$ cat src/rtl/ifq_icache_pkg.sv
// Shared types and sizing for the IFQ instruction-cache controller.
package ifq_icache_pkg;

   typedef enum logic [2:0] {IDLE, LOOKUP, MEM_REQ, REFILL, RESP} state_t;

   localparam int LINE_W         = 128;
   localparam int WORDS_PER_LINE = 4;

   function automatic int tag_w(input int addr_w, input int idx_w);
      return addr_w - 2 - idx_w;
   endfunction

endpackage

$ cat src/rtl/icache_tag_data_array.sv
// Valid bits with bulk clear, plus tag/data RAMs with registered read and one write port.
module icache_tag_data_array
   import ifq_icache_pkg::*;
#(
   parameter int IDX_W = 4,
   parameter int TAG_W = 26
) (
   input  logic              clk,
   input  logic              reset,
   input  logic              rd_en,
   input  logic [IDX_W-1:0]  rd_idx,
   output logic              rd_valid,
   output logic [TAG_W-1:0]  rd_tag,
   output logic [LINE_W-1:0] rd_data,
   input  logic              wr_en,
   input  logic [IDX_W-1:0]  wr_idx,
   input  logic [TAG_W-1:0]  wr_tag,
   input  logic [LINE_W-1:0] wr_data,
   input  logic              clr_all
);

   localparam int LINES = 2 ** IDX_W;

   logic [LINES-1:0]  valid;
   logic [TAG_W-1:0]  tag_ram  [LINES];
   logic [LINE_W-1:0] data_ram [LINES];

   always_ff @(posedge clk or posedge reset) begin
      if (reset) begin
         valid    <= '0;
         rd_valid <= 1'b0;
      end else begin
         if (clr_all)
            valid <= '0;
         else if (wr_en)
            valid[wr_idx] <= 1'b1;
         if (rd_en)
            rd_valid <= valid[rd_idx];
      end
   end

   // RAM contents need no reset: a line is only trusted once its valid bit is set.
   always_ff @(posedge clk) begin
      if (wr_en) begin
         tag_ram[wr_idx]  <= wr_tag;
         data_ram[wr_idx] <= wr_data;
      end
      if (rd_en) begin
         rd_tag  <= tag_ram[rd_idx];
         rd_data <= data_ram[rd_idx];
      end
   end

endmodule

$ cat src/rtl/ifq_icache_ctrl.sv
// Direct-mapped I-cache controller: lookup, 4-beat refill, redirect kill and bulk invalidate.
module ifq_icache_ctrl
   import ifq_icache_pkg::*;
#(
   parameter int IDX_W  = 4,
   parameter int ADDR_W = 32
) (
   input  logic              clk,
   input  logic              reset,
   input  logic [ADDR_W-1:0] Pc_in,
   input  logic              Rd_en_cache,
   input  logic              Jmp_branch_valid,
   input  logic              Inv_all,
   output logic [LINE_W-1:0] Dout,
   output logic              Dout_valid,
   output logic              Mem_rd,
   output logic [ADDR_W-1:0] Mem_addr,
   input  logic              Mem_ack,
   input  logic [31:0]       Mem_data,
   input  logic              Mem_valid,
   output logic              Busy
);

   localparam int TAG_W = tag_w(ADDR_W, IDX_W);

   state_t            state;
   logic [IDX_W-1:0]  req_idx;
   logic [TAG_W-1:0]  req_tag;
   logic [1:0]        beat_cnt;
   logic              kill;
   logic              inv_pend;
   logic [LINE_W-1:0] refill_buf;
   logic [LINE_W-1:0] dout_hold;

   logic              rd_valid;
   logic [TAG_W-1:0]  rd_tag;
   logic [LINE_W-1:0] rd_data;
   logic              accept, inv_clear, hit, last_beat;
   logic [LINE_W-1:0] fill_line, line;

   assign accept    = (state == IDLE) && Rd_en_cache && !Jmp_branch_valid && !inv_pend;
   assign inv_clear = (state == IDLE) && inv_pend;
   assign hit       = rd_valid && (rd_tag == req_tag);
   assign last_beat = (state == REFILL) && Mem_valid && (beat_cnt == 2'd3);
   assign fill_line = {Mem_data, refill_buf[LINE_W-33:0]};
   assign line      = (state == RESP) ? refill_buf : rd_data;

   // Response is combinational in LOOKUP/RESP so a hit returns one cycle after the request.
   always_comb begin
      Dout_valid = 1'b0;
      if (state == LOOKUP)
         Dout_valid = hit && !Jmp_branch_valid;
      else if (state == RESP)
         Dout_valid = !kill && !Jmp_branch_valid;
   end

   assign Dout = Dout_valid ? line : dout_hold;
   assign Busy = (state != IDLE) || inv_pend;

   icache_tag_data_array #(.IDX_W(IDX_W), .TAG_W(TAG_W)) u_array (
      .clk      (clk),
      .reset    (reset),
      .rd_en    (accept),
      .rd_idx   (Pc_in[IDX_W+1:2]),
      .rd_valid (rd_valid),
      .rd_tag   (rd_tag),
      .rd_data  (rd_data),
      .wr_en    (last_beat),
      .wr_idx   (req_idx),
      .wr_tag   (req_tag),
      .wr_data  (fill_line),
      .clr_all  (inv_clear)
   );

   always_ff @(posedge clk or posedge reset) begin
      if (reset) begin
         state      <= IDLE;
         req_idx    <= '0;
         req_tag    <= '0;
         beat_cnt   <= '0;
         kill       <= 1'b0;
         inv_pend   <= 1'b0;
         refill_buf <= '0;
         dout_hold  <= '0;
         Mem_rd     <= 1'b0;
         Mem_addr   <= '0;
      end else begin
         if (Inv_all)
            inv_pend <= 1'b1;
         else if (inv_clear)
            inv_pend <= 1'b0;
         if (Dout_valid)
            dout_hold <= line;
         case (state)
            IDLE: begin
               if (accept) begin
                  req_idx  <= Pc_in[IDX_W+1:2];
                  req_tag  <= Pc_in[ADDR_W-1:IDX_W+2];
                  Mem_addr <= Pc_in & ~ADDR_W'(3);
                  state    <= LOOKUP;
               end
            end
            LOOKUP: begin
               if (Jmp_branch_valid || hit) begin
                  state <= IDLE;
               end else begin
                  Mem_rd <= 1'b1;
                  state  <= MEM_REQ;
               end
            end
            MEM_REQ: begin
               if (Jmp_branch_valid)
                  kill <= 1'b1;
               if (Mem_ack) begin
                  Mem_rd   <= 1'b0;
                  beat_cnt <= 2'd0;
                  state    <= REFILL;
               end
            end
            REFILL: begin
               if (Jmp_branch_valid)
                  kill <= 1'b1;
               if (Mem_valid) begin
                  refill_buf[32*beat_cnt +: 32] <= Mem_data;
                  beat_cnt <= beat_cnt + 2'd1;
                  if (beat_cnt == 2'd3)
                     state <= RESP;
               end
            end
            RESP: begin
               kill  <= 1'b0;
               state <= IDLE;
            end
            default: state <= IDLE;
         endcase
      end
   end

endmodule

$ cat config.mk
export PLATFORM = sky130hd
export DESIGN_NAME = ifq_icache_ctrl
export DESIGN_NICKNAME = d
export VERILOG_FILES = /design/src/rtl/ifq_icache_pkg.sv /design/src/rtl/icache_tag_data_array.sv /design/src/rtl/ifq_icache_ctrl.sv
export SDC_FILE = /design/constraint.sdc
export NUM_CORES = 2
export LEC_CHECK = 0
export BUFFER_PORTS_ARGS = -buffer_cell sky130_fd_sc_hd__buf_2
export CORE_UTILIZATION = 40
export CTS_BUF_LIST = sky130_fd_sc_hd__clkbuf_4
export DETAILED_ROUTE_END_ITERATION = 10
export GPL_TIMING_DRIVEN = 0
export HOLD_SLACK_MARGIN = 0.08
export PLACE_DENSITY = 0.55
export SLEW_MARGIN = 20
export SYNTH_ARGS = -nofsm -noshare
export SYNTH_HDL_FRONTEND = slang
export SYNTH_HIERARCHICAL = 1
export SYNTH_SLANG_ARGS = --single-unit
$ cat constraint.sdc
create_clock -name clk -period 15.1 [get_ports clk]
set_input_delay 3.02 -clock clk [delete_from_list [all_inputs] [get_ports clk]]
set_output_delay 3.02 -clock clk [all_outputs]
set_load 0.01 [all_outputs]
==> results.md <==
* Worst EP arrival at 5.97 ns
* Post-Syn Instances at 5,255
* Hold Crit Class: reg -> reg
* Pwr Density at 136.9 nW/µm²
* M1 GR Usage at 29.15%
* IO buf count at 229
* Fillers at around 23,000
* Synth Flop Type: edfxtp_1
* Max Transition Viols Final at 0
* Multi-input combinational cell area at 23,550 µm²
* Fraction of registers with async set/reset at 10.62%
* # hold bufs at CTS at 0
* Met3 GRT Util at 4.972%
* Most common cell in the netlist: edfxtp_1
* Fin crit period at 8.990 ns
* CP required at 12.08 ns
* Width of the die at 529.4 µm
* Worst-skew pair later-pin latency at 1.57 ns
* Post-synth top area cell: edfxtp_1
* Die height at 529.4 µm
* Top post-synthesis cells by count: edfxtp_1, nand2_1, mux4_2, dfrtp_1, clkbuf_1
* Vias per cell at 5.406
* Routed via count at 58,400
* Syn Area/Cell at 21.17 µm²
* Fin crit share at between 50% and 60%
* Worst hold slack at 0.4743 ns
* Gpl congestion at 0.7561
* Outcome: finished, final reports clean
* DRC viols at 0
* First-pass GRT wire length at 440.1 mm
* DRT iter0 DRCs at between 5,000 and 6,000
* Initial antenna violation count at 39
* Core area at about 280,000 µm²
* TNS Setup at 0 ns
* Grt total ovfl at 0
* CP startpoint kind: flop
* Number of global-route vias before repair at 60,442
* Max Clock Skew at 0.1292 ns
* Register Area at 86,400 µm²
* Crit-path max FO at 19
* Area grow syn2layout at 18.10%
* Tightest slew margin relative to the limit at 22.78%
* Worst slew pin tran at 1.158 ns
* Die area at ~280,000 µm²
* Post-CTS setup buffer count at 0
* WL final at 310.1 mm
* Boundary Pins at 234
* Row count at 193
* Final ANT Viol Nets at 0
* Final Hold Viols at 0
* Cell variety after synth at between 40 and 50
* Fmax at ~0.11 GHz
* Seq/Total Area, Yosys at 77.66%
* H-tree depth at 6
* Final setup viols at 0
* Critical Path Sink Type: output port
* Starting Density at 40.23%
* EDFF count, synth at 2,618
* Met2 Use GR at a little over a third
* CTS clock-pin slew for the worst setup and hold paths at approximately 0.060 ns
* Max cap viols at 0
* Fin nets at around 6,600
* Yosys Warn Count at 6
* Unrepaired setup endpoints after global routing: no
* Post-CTS sizing at 0
* HPWL after detailed placement at between 200 and 250 mm
* TritonCTS clock tree: built
* Total chip power at 17.99 mW
* Post-Syn Area at 111,200 µm²
* CTS Root Cell: clkbuf_4
* GR Util All Layers at 22.21%
* Leakage at 46.83 nW
* Worst setup path class: reg -> out
* Wire per inst at 28.71 µm
* Clk buf depth at 4
* Yosys reg bits at a little under 3,000
* GRT busiest layer: met2
* Layout cells sized above 1 at 38.00%
* TritonCTS Buffers at roughly 760
* Worst VDD drop at ~0.096 mV
* Largest net degree at the start of global routing at 67
* Synth top area share at 70.67%
* 1st-pass router iterations at 6
* Ranking of synthesized cells by area: edfxtp_1, mux4_2, dfrtp_1
* Clock sinks at roughly 2,900
* Fin util at 47.52%
==> per-stage QoR <==
step	instance area (µm²)	std cells	setup slack (ns)
finish	131400	10802	6.110
global route	131300	10784	5.836
CTS	131300	10778	5.844
detailed placement	121300	9425	6.114
global placement	117000	9190	-15.73
floorplan	111300	5256	0.1405
==> state kept, by name (all words and copies together) (netlist names) <==
signal / flops
kill: 1
inv_pend: 1
req_tag: 26
Mem_addr: 1
u_array/rd_tag: 26
u_array/valid: 16
req_idx: 3
u_array/rd_data: 128
state: 3
u_array/tag_ram: 416
u_array/rd_valid: 1
beat_cnt: 2
dout_hold: 128
Mem_rd: 1
refill_buf: 128
u_array/data_ram: 2048
==> where the power goes <==
part | switching (mW) | internal (mW)
Combinational | 0.636 | 0.387
Clock | 3.29 | 3.72
Sequential | 0.553 | 9.40
==> routing by layer <==
metal	wire length [µm]	part of all wire, %
met4	8529	2.8
met2	153000	49
met1	125300	40
met5	172	0.055
met3	23110	7.5
==> worst max-delay path, stage by stage (launching register included) <==
cell	delay, ns
dfrtp_1	0.68
xor2_1	0.28
nor4_1	0.69
nand4_1	0.50
o32ai_1	0.66
buf_4	0.68
buf_4	0.32
mux2_2	0.43
buf_2	0.17
==> final timing paths <==
check                                              start  depth (start not counted)                                end  slack [ns]
max in group asynchronous                          reset                          4            dout_hold[51]$_DFF_PP0_       12.27
worst min register to register  dout_hold[125]$_DFF_PP0_                          1           dout_hold[125]$_DFF_PP0_        0.47
min in group asynchronous                          reset                          2               inv_pend$_DFFE_PP0P_        1.56
worst max-delay path             req_tag[18]$_DFFE_PP0P_                          8                           Dout[84]        6.11
worst min-delay path            dout_hold[125]$_DFF_PP0_                          1           dout_hold[125]$_DFF_PP0_        0.47
worst max register to register   beat_cnt[0]$_DFFE_PP0P_                         14  u_array/data_ram[3][57]$_DFFE_PP_        9.73
==> cell families after synthesis <==
| family | share of synthesized area [%] |
|---|---|
| xor+xnor | 0.2047 |
| flops | 77.66 |
| fa+ha+maj | 0.06748 |
| other cells | 0.003371 |
| simple gates | 3.147 |
| buf+inv | 1.281 |
| compound gates | 1.178 |
| mux | 16.46 |
==> layout by cell type, fill, tap and decap left out, types with 71 or more instances in the layout <==
cell | synthesis | final
clkinv_1 | 0 | 110
mux2_2 | 100 | 100
buf_2 | 70 | 301
edfxtp_1 | 2618 | 2618
dfrtp_1 | 311 | 311
nand2_1 | 739 | 739
clkbuf_4 | 0 | 1170
o21ai_0 | 129 | 129
buf_4 | 36 | 100
clkbuf_1 | 142 | 135
buf_12 | 0 | 71
mux4_2 | 728 | 728
==> final cells by class <==
| class | count | share of cell area, % |
|---|---|---|
| multi-input combinational | 2040 | 17.92 |
| inverter | 6 | 0.02666 |
| clock buffer | 1170 | 6.685 |
| clock inverter | 183 | 0.9266 |
| timing repair buffer | 464 | 4.031 |
| antenna | 24 | 0.04571 |
| sequential | 2929 | 65.76 |
| tap | 3705 | 3.528 |
| buffer | 281 | 1.075 |
Note: power is estimated with default switching activity, not from simulation.
